$ cat src/rtl/adc0832_pkg.sv
// ---------------------------------------------------------------------------
// adc0832_pkg
// Shared types and constants for the ADC0832 responder.
//   state_t      : responder sequence states
//   FALL_*       : serial falling-edge indices that mark phases of the DO frame
//   MUX_*        : {SGL,ODD} channel-select encodings
//   select_code  : picks the single-ended or saturated differential code
// ---------------------------------------------------------------------------
package adc0832_pkg;

    typedef enum logic [2:0] {
        IDLE,
        WAIT_START,
        GET_SGL,
        GET_ODD,
        SHIFT,
        DONE
    } state_t;

    localparam logic [4:0] FALL_NULL = 5'd0;
    localparam logic [4:0] FALL_MSB  = 5'd1;
    localparam logic [4:0] FALL_TAIL = 5'd9;
    localparam logic [4:0] FALL_END  = 5'd16;

    localparam logic [1:0] MUX_DIFF_CH0 = 2'b00;
    localparam logic [1:0] MUX_DIFF_CH1 = 2'b01;
    localparam logic [1:0] MUX_SE_CH0   = 2'b10;
    localparam logic [1:0] MUX_SE_CH1   = 2'b11;

    // Differential results are formed in 9 bits so a negative difference
    // shows up as a set borrow bit and can be clamped to zero.
    function automatic logic [7:0] select_code(input logic [1:0] mux,
                                               input logic [7:0] ch0,
                                               input logic [7:0] ch1);
        logic [8:0] diff;
        logic [7:0] result;
        diff   = 9'd0;
        result = 8'd0;
        case (mux)
            MUX_SE_CH0:   result = ch0;
            MUX_SE_CH1:   result = ch1;
            MUX_DIFF_CH0: begin
                diff   = {1'b0, ch0} - {1'b0, ch1};
                result = diff[8] ? 8'd0 : diff[7:0];
            end
            default: begin
                diff   = {1'b0, ch1} - {1'b0, ch0};
                result = diff[8] ? 8'd0 : diff[7:0];
            end
        endcase
        return result;
    endfunction

endpackage

$ cat src/rtl/sync_edge.sv
// ---------------------------------------------------------------------------
// sync_edge
// Multi-flop synchronizer followed by a previous-level flop for edge detect.
//   clk       : system clock
//   rst       : asynchronous active-low reset
//   din       : asynchronous input
//   level     : synchronized level
//   rise/fall : one-clk pulses on synchronized level transitions
// RESET_VAL sets the idle level the chain and edge flop come out of reset at,
// so no spurious edge is reported on release.
// ---------------------------------------------------------------------------
module sync_edge #(
    parameter int   STAGES    = 2,
    parameter logic RESET_VAL = 1'b0
) (
    input  logic clk,
    input  logic rst,
    input  logic din,
    output logic level,
    output logic rise,
    output logic fall
);

    logic [STAGES-1:0] chain;
    logic              prev;

    always_ff @(posedge clk or negedge rst) begin
        if (!rst) begin
            chain <= {STAGES{RESET_VAL}};
            prev  <= RESET_VAL;
        end else begin
            chain <= {chain[STAGES-2:0], din};
            prev  <= chain[STAGES-1];
        end
    end

    assign level = chain[STAGES-1];
    assign rise  = level & ~prev;
    assign fall  = ~level & prev;

endmodule

$ cat src/rtl/adc0832_responder.sv
// ---------------------------------------------------------------------------
// adc0832_responder
// Serial-side emulation of an ADC0832: decodes start/SGL/ODD from the
// controller and shifts the selected (or differential) code out on D0832.
//   clk, rst            : system clock, asynchronous active-low reset
//   cs, clk_0832, DI    : controller chip select (low active), serial clock,
//                         serial command
//   ch0_code, ch1_code  : "analog" values presented by the fabric
//   D0832, do_oe        : serial data out and its output enable
//   busy                : start bit accepted and frame not yet finished
//   conv_valid          : one-clk pulse when the code is latched
//   conv_mux, conv_code : {SGL,ODD} and code of the latched conversion
// SYNC_STAGES must be at least 2.
// ---------------------------------------------------------------------------
module adc0832_responder
    import adc0832_pkg::*;
#(
    parameter int SYNC_STAGES = 2
) (
    input  logic       clk,
    input  logic       rst,
    input  logic       cs,
    input  logic       clk_0832,
    input  logic       DI,
    input  logic [7:0] ch0_code,
    input  logic [7:0] ch1_code,
    output logic       D0832,
    output logic       do_oe,
    output logic       busy,
    output logic       conv_valid,
    output logic [1:0] conv_mux,
    output logic [7:0] conv_code
);

    logic cs_s, cs_rise, cs_fall;
    logic sclk_s, sclk_rise, sclk_fall;
    logic di_s, di_rise, di_fall;
    logic unused_edges;

    sync_edge #(.STAGES(SYNC_STAGES), .RESET_VAL(1'b1)) u_sync_cs (
        .clk(clk), .rst(rst), .din(cs),
        .level(cs_s), .rise(cs_rise), .fall(cs_fall)
    );

    sync_edge #(.STAGES(SYNC_STAGES), .RESET_VAL(1'b0)) u_sync_sclk (
        .clk(clk), .rst(rst), .din(clk_0832),
        .level(sclk_s), .rise(sclk_rise), .fall(sclk_fall)
    );

    sync_edge #(.STAGES(SYNC_STAGES), .RESET_VAL(1'b0)) u_sync_di (
        .clk(clk), .rst(rst), .din(DI),
        .level(di_s), .rise(di_rise), .fall(di_fall)
    );

    // cs and DI are only used as levels.
    assign unused_edges = cs_rise ^ cs_fall ^ di_rise ^ di_fall;

    state_t     state, state_next;
    logic       sgl, sgl_next;
    logic [4:0] fall_cnt, fall_next;
    logic [7:0] code_next;
    logic [1:0] mux_next;
    logic       valid_next, dout_next, oe_next, busy_next;
    logic       shift_bit;
    logic [2:0] msb_idx;

    // Bit presented on the current falling edge. For F1..F8 the index is
    // 8-F, which in 3 bits is simply the negated low bits of F; for the
    // LSB-first tail F9..F15 the index is F-8, i.e. the low bits of F.
    always_comb begin
        shift_bit = 1'b0;
        msb_idx   = 3'd0 - fall_cnt[2:0];
        if (fall_cnt >= FALL_MSB && fall_cnt < FALL_TAIL) begin
            shift_bit = conv_code[msb_idx];
        end else if (fall_cnt >= FALL_TAIL && fall_cnt < FALL_END) begin
            shift_bit = conv_code[fall_cnt[2:0]];
        end
    end

    always_ff @(posedge clk or negedge rst) begin
        if (!rst) begin
            state      <= IDLE;
            sgl        <= 1'b0;
            fall_cnt   <= FALL_NULL;
            conv_code  <= 8'd0;
            conv_mux   <= 2'b00;
            conv_valid <= 1'b0;
            D0832      <= 1'b0;
            do_oe      <= 1'b0;
            busy       <= 1'b0;
        end else begin
            state      <= state_next;
            sgl        <= sgl_next;
            fall_cnt   <= fall_next;
            conv_code  <= code_next;
            conv_mux   <= mux_next;
            conv_valid <= valid_next;
            D0832      <= dout_next;
            do_oe      <= oe_next;
            busy       <= busy_next;
        end
    end

    // A high cs overrides everything so an abort always returns to IDLE.
    // In IDLE a serial clock that is already high when cs drops counts as
    // a rise, so controllers that park clk_0832 high still get their start
    // bit seen.
    always_comb begin
        state_next = state;
        sgl_next   = sgl;
        fall_next  = fall_cnt;
        code_next  = conv_code;
        mux_next   = conv_mux;
        valid_next = 1'b0;
        dout_next  = D0832;
        oe_next    = do_oe;
        busy_next  = busy;
        if (cs_s) begin
            state_next = IDLE;
            dout_next  = 1'b0;
            oe_next    = 1'b0;
            busy_next  = 1'b0;
            fall_next  = FALL_NULL;
        end else begin
            case (state)
                IDLE: begin
                    state_next = WAIT_START;
                    if (sclk_s && di_s) begin
                        state_next = GET_SGL;
                        busy_next  = 1'b1;
                    end
                end
                WAIT_START: begin
                    if (sclk_rise && di_s) begin
                        state_next = GET_SGL;
                        busy_next  = 1'b1;
                    end
                end
                GET_SGL: begin
                    if (sclk_rise) begin
                        sgl_next   = di_s;
                        state_next = GET_ODD;
                    end
                end
                GET_ODD: begin
                    if (sclk_rise) begin
                        mux_next   = {sgl, di_s};
                        code_next  = select_code({sgl, di_s}, ch0_code, ch1_code);
                        valid_next = 1'b1;
                        fall_next  = FALL_NULL;
                        state_next = SHIFT;
                    end
                end
                SHIFT: begin
                    if (sclk_fall) begin
                        oe_next   = 1'b1;
                        dout_next = shift_bit;
                        if (fall_cnt == FALL_END) begin
                            state_next = DONE;
                            busy_next  = 1'b0;
                        end else begin
                            fall_next = fall_cnt + 5'd1;
                        end
                    end
                end
                DONE: begin
                    oe_next   = 1'b1;
                    dout_next = 1'b0;
                    busy_next = 1'b0;
                end
                default: state_next = IDLE;
            endcase
        end
    end

endmodule
$ cat config.mk
export PLATFORM = sky130hd
export DESIGN_NAME = adc0832_responder
export DESIGN_NICKNAME = d
export VERILOG_FILES = /design/src/rtl/adc0832_pkg.sv /design/src/rtl/sync_edge.sv /design/src/rtl/adc0832_responder.sv
export SDC_FILE = /design/constraint.sdc
export NUM_CORES = 1
export LEC_CHECK = 0
export ABC_AREA = 0
export CORE_UTILIZATION = 69
export DETAILED_ROUTE_END_ITERATION = 10
export DONT_BUFFER_PORTS = 1
export PLACE_DENSITY = 0.86
export SETUP_SLACK_MARGIN = 0.2
export SYNTH_ARGS = -nofsm -noshare
export SYNTH_HDL_FRONTEND = slang
export SYNTH_HIERARCHICAL = 1
export SYNTH_SLANG_ARGS = --single-unit
$ cat constraint.sdc
create_clock -name clk -period 5.64 [get_ports clk]
set_input_delay 0.564 -clock clk [delete_from_list [all_inputs] [get_ports clk]]
set_output_delay 0.564 -clock clk [all_outputs]
set_load 0.05 [all_outputs]
# ---- Yosys cells after proc, flatten, opt, wreduce, memory -nomap -nowiden
# Cells that the tools add are included.
dict set report op_classes {
  div 0
  n_eq_ne 16
  n_mul 0
  shift 0
  n_mux 37
  n_addsub 4
  magnitude_cmp 6
  reduce_logical 15
  n_bitwise 5
}
# op count
set ops {}
lappend ops {{one-hot mux 8 bit (3 select lines)} 1}
lappend ops {{inequality test 3 x 2 -> 1 bit (second input constant)} 7}
lappend ops {{two-way mux 5 bit} 4}
lappend ops {{two-way mux 3 bit} 6}
lappend ops {{one-hot mux 3 bit (6 select lines)} 1}
lappend ops {{subtractor 8 x 8 -> 9 bit} 2}
lappend ops {{two-way mux 1 bit} 16}
lappend ops {{two-way mux 8 bit} 2}
lappend ops {{one-hot mux 5 bit (2 select lines)} 1}
lappend ops {{< comparator 3 x 4 -> 1 bit (second input constant)} 2}
lappend ops {{binary-select mux 1 bit (select 3 bit)} 2}
lappend ops {{== test 3 x 2 -> 1 bit (second input constant)} 2}
lappend ops {{== test 3 bit (second input constant)} 2}
lappend ops {{AND reduction 3 bit} 2}
lappend ops {{AND reduction 6 bit} 1}
lappend ops {{nonzero test 3 bit} 2}
lappend ops {{adder 5 x 1 -> 5 bit (second input constant)} 1}
lappend ops {{== test 5 bit (second input constant)} 1}
lappend ops {{>= comparator 5 x 1 -> 1 bit (second input constant)} 1}
lappend ops {{>= comparator 5 x 4 -> 1 bit (second input constant)} 1}
lappend ops {{< comparator 5 x 4 -> 1 bit (second input constant)} 1}
lappend ops {{< comparator 5 bit (second input constant)} 1}
lappend ops {{AND reduction 5 bit} 1}
lappend ops {{nonzero test 5 bit} 1}
lappend ops {{other kinds (14)} 22}
dict set report word_totals {
  latch_bits 0
  rom_bits 0
  mem_count 0
  word_cells 96
  ramBits 0
  out_inout_bits 14
  ff_bits 30
  inputBits 21
}

# ---- Longest topological paths before layout
dict set report depth {
  word_depth 7
  depth_mapped 10
  ltp_nobuf 10
}

# ---- Hierarchy
# Netlist, hierarchy kept.
# module seq_area_each_um2 area_each_um2 cells_each n_inst
set modules_own_cells {}
lappend modules_own_cells {adc0832_responder 575.6 2213.4 272 1}
lappend modules_own_cells {{sync_edge (u_sync_di ...)} 75.1 90.1 5 2}
lappend modules_own_cells {{sync_edge (u_sync_cs)} 78.8 93.8 5 1}

# ---- Least setup slack after synthesis
# No wires, ideal clock.
dict set report synth_path {
  path_kind {in2reg}
  start {in ch0_code[0]}
  end {reg conv_code[3]}
  required_ns 5.514
  path_slack_ns 3.250
  path_buffers 0
  path_stages 10
  setup_time_ns 0.126
  arrival_ns 2.265
  path_cell_list {inv_1 -> ha_1 -> inv_1 -> fa_1 -> nand3_1 -> nand2_1 -> a21o_1 -> a221o_1 -> a221oi_1 -> nor2_1}
}
dict set report synth_between {
  elab_chain_cells 3
  word_cells_on_any_way 5
  classes_between {add/sub: 2; mux: 3}
}
# item line_no
set synth_rtl {}
lappend synth_rtl {{start: declaration} adc0832_responder.sv:25} ;# input logic [7:0] ch0_code,
lappend synth_rtl {{subtractor 8 x 8 -> 9 bit (on tied branches)} {adc0832_pkg.sv:47, adc0832_pkg.sv:43}}
lappend synth_rtl {{two-way mux 8 bit (on tied branches)} {adc0832_pkg.sv:48, adc0832_pkg.sv:44}}
lappend synth_rtl {{one-hot mux 8 bit (3 select lines) *} adc0832_pkg.sv:39} ;# case (mux)
lappend synth_rtl {{end signal: assignment} adc0832_responder.sv:95} ;# conv_code <= code_next;
lappend synth_rtl {{end: declaration} adc0832_responder.sv:32} ;# output logic [7:0] conv_code
# Mark *: on every way between the ends. The rest lies on a longest branch, timed or not.
# A chain may end at the register's enable or synchronous reset.

# ---- Worst setup path after layout
dict set report layout_path {
  start {reg fall_cnt[0]}
  end {reg D0832}
}
dict set report layout_between {
  elab_chain_cells 7
  word_cells_on_any_way 16
  classes_between {add/sub: 1; order compare: 4; mux: 9; reduce/logical: 2}
}
# item line_no
set layout_rtl {}
lappend layout_rtl {{start: declaration} adc0832_responder.sv:60} ;# logic [4:0] fall_cnt, fall_next;
lappend layout_rtl {{start signal: assignment} adc0832_responder.sv:94} ;# fall_cnt <= fall_next;
lappend layout_rtl {{subtractor 1 x 3 -> 3 bit, or another cell as far along} adc0832_responder.sv:72} ;# msb_idx = 3'd0 - fall_cnt[2:0];
lappend layout_rtl {{binary-select mux 1 bit (select 3 bit), or another cell as far along} adc0832_responder.sv:74} ;# shift_bit = conv_code[msb_idx];
lappend layout_rtl {{two-way mux 1 bit (on tied branches)} {adc0832_responder.sv:74, adc0832_responder.sv:75}}
lappend layout_rtl {{two-way mux 1 bit *} adc0832_responder.sv:73} ;# if (fall_cnt >= FALL_MSB && fall_cnt < FALL_TAIL) begin
lappend layout_rtl {{two-way mux 1 bit *} adc0832_responder.sv:155} ;# if (sclk_fall) begin
lappend layout_rtl {{one-hot mux 1 bit (2 select lines) *} adc0832_responder.sv:125} ;# case (state)
lappend layout_rtl {{two-way mux 1 bit *} adc0832_responder.sv:118} ;# if (cs_s) begin
lappend layout_rtl {{end signal: assignment} adc0832_responder.sv:98} ;# D0832 <= dout_next;
lappend layout_rtl {{end: declaration} adc0832_responder.sv:27} ;# output logic D0832,
# Mark *: on every way between the ends. The rest lies on a longest branch, timed or not. The select of a mux whose other input is x is not followed.

==> flow_metrics.py <==
metrics = {
    "worst_hold_path": {
        "hold_path_class": "input pin to asynchronous set/reset pin",
    },
    "pwr": {
        "pwr-share-comb_pct": 25.0,
        "ir_drop_mv": 0.202,
        "power.share.switching_pct": 44.3,
        "power_frac_seq_pct": 55.8,
        "p_sw_uw": 304,
        "power.density_nw_per_um2": 280,
        "clkPwrFrac_pct": 19.2,
        "leakage_uw": 0.00113,
        "p_int_uw": 381,
    },
    "placed_design": {
        "dp_slack_ns": 3.05,
        "dp_hpwl_mm": 3.79,
        "port_buffers": 0,
        "dp.cells": 312,
        "globalplace.congestion": 0.930,
    },
    "clock_tree": {
        "ctsResizeCount": 0,
        "cts_sinks": 30,
        "cts_setup_buffers": 0,
        "ctsHoldBuffers": 1,
        "clk_latency_ns": 0.33,
        "clockRootBuffer": "clkbuf_4",
        "clkTransAtPathRegs_ns": 0.09,
        "htreeDepth": 2,
        "cts_buffers": 5,
        "cts_tree": "done",
        "clockBufferDepth": 2,
    },
    "die": {
        "die_area_sq_um": 3730,
        "die_y_um": 61.1,
        "start_util_pct": 72.1,
        "io_pins": 35,
        "die_w_um": 61.1,
        "fp.coreArea_sq_um": 3340,
        "fp-row-count": 21,
    },
    "setup_path": {
        "endpoint_kind": "flip-flop",
        "rrSetupSlack_ns": 3.30,
        "crit_top_cell": "nor3_1",
        "reg2reg_to": "D0832",
        "cp.arrival_ns": 2.57,
        "setup.worst_path.class": "flip-flop to flip-flop",
        "critical_path.top_delay_family": "flip-flops",
        "cp_num_buf_inv": 1,
        "worstRegToRegCells": 8,
        "cp_num_cells": 8,
        "cp_slowest_cell": "dfrtp_1",
        "cpPeakStageDelay_ns": 0.56,
        "critPathLaunch": "fall_cnt[0]",
        "cp-start-kind": "flip-flop",
        "cp_max_fo": 9,
        "timing.rr.start": "fall_cnt[0]",
        "cp_cell_sequence": "inv_1 -> ha_1 -> xnor2_2 -> mux2i_1 -> nor3_1 -> nor3_1 -> a22o_1 -> o31ai_1",
        "cp.required_ns": 5.87,
        "endpoint": "D0832",
    },
    "layout": {
        "num-nets-final": 317,
        "antennaDiodeCount": 0,
        "syn_to_final_growth_pct": 1.82,
        "stdcell_count": 321,
        "final_common_cell": "nand2_1",
        "drive_gt1_share_pct": 8.00,
        "layout_common_cells": "38 x nand2_1, 28 x dfrtp_1, 27 x inv_1",
    },
    "timing": {
        "tns_ns": 0,
        "maxClockFrequency_mhz": 427,
        "slew_violations": 0,
        "finalClockSkew_ns": 0.00591,
        "period_minus_slack_ns": 2.34,
        "slew_headroom_pct": 54.4,
        "finalHoldViolCount": 0,
        "final.setup.worst_slack_ns": 3.30,
        "grt_setup_unrepaired": "false",
        "finalCritPeriodShare_pct": 41.5,
        "tightest_slew_ns": 0.685,
        "setup_violations": 0,
        "whs_ns": 0.0359,
    },
    "global_routing": {
        "grt_pass1_vias": 1787,
        "antenna_found_initial": 0,
        "gr-total-overflow": 0,
        "grt_pass1_wl_mm": 8.11,
        "grtUsageTotal_pct": 29.6,
        "grt_max_degree": 29,
    },
    "outcome": {
        "outcome": "finished clean",
    },
    "routing": {
        "drc": 0,
        "antenna_left": 0,
        "num_vias": 2048,
        "wl_per_cell_um": 16.1,
        "drtIter0Drc": 167,
        "viasPerCell": 6.38,
        "wl_mm": 5.16,
        "firstDrtPassIters": 4,
    },
    "synthesis": {
        "syn_avg_cell_area_sq_um": 8.56,
        "syn_inst": 281,
        "ys_warn_count": 6,
        "syn_area_sq_um": 2410,
        "synth_nets": 324,
    },
    "job": {
        "cap_violations": 0,
    },
}
## worst register-to-register path: stages (launching register included)
cell	delay (ns)
dfrtp_1	0.56
inv_1	0.17
ha_1	0.28
xnor2_2	0.27
mux2i_1	0.17
nor3_1	0.22
nor3_1	0.08
a22o_1	0.25
o31ai_1	0.25
## per-stage QoR
stage                     power, uW  instance area [sq um]  util, %
after floorplan                 512                   2410        -
after global placement          540                   2370     71.0
after detailed placement        547                   2370     71.0
after CTS                       685                   2450     73.4
after global routing            725                   2450     73.4
final                           685                   2450     73.4
## metal layers
metal | global-route usage [%] | routed length (um) | part of all wire (%) | up-vias
met5 | 0 | 0 | 0 | -
met4 | 9.09 | 69 | 1.3 | 0
met3 | 6.51 | 383 | 7.4 | 8
met2 | 44.7 | 2350 | 45 | 98
met1 | 42.5 | 2360 | 46 | 954
li1 | - | - | - | 988
## final cells by class
class / count / area, sq um
inverter: 27 / 101
timing repair buffer: 1 / 20.0
clock buffer: 7 / 55.1
clock inverter: 1 / 5.00
sequential: 30 / 753
multi-input combinational: 209 / 1460
fill: 257 / 887
tap: 46 / 57.6
## flip-flops by register name (all words and copies together), names as in the netlist, 2 cells and up
name	flops
conv_code	8
conv_mux	2
fall_cnt	5
state	3
u_sync_cs/chain	2
u_sync_di/chain	2
u_sync_sclk/chain	2
## power groups by stage
| stage | Sequential, uW | Clock [uW] | Combinational, uW |
|---|---|---|---|
| 6_report | 382 | 132 | 171 |
| 3_3_place_gp | 382 | 0 | 158 |
| 2_1_floorplan | 354 | 0 | 157 |
| 5_1_grt | 388 | 145 | 192 |
| 3_5_place_dp | 385 | 0 | 162 |
| 4_1_cts | 381 | 135 | 169 |
## worst min-delay path by stage
stage / cells after the start / to / slack, ns
global route: 1 / fall_cnt[1] / 0.04
finish: 1 / conv_mux[1] / 0.04
global placement: 0 / fall_cnt[0] / 0.27
CTS: 1 / conv_mux[1] / 0.04
floorplan: 0 / D0832 / 0.27
detailed placement: 0 / conv_mux[1] / 0.27
Note: power is estimated with default switching activity, not from simulation.
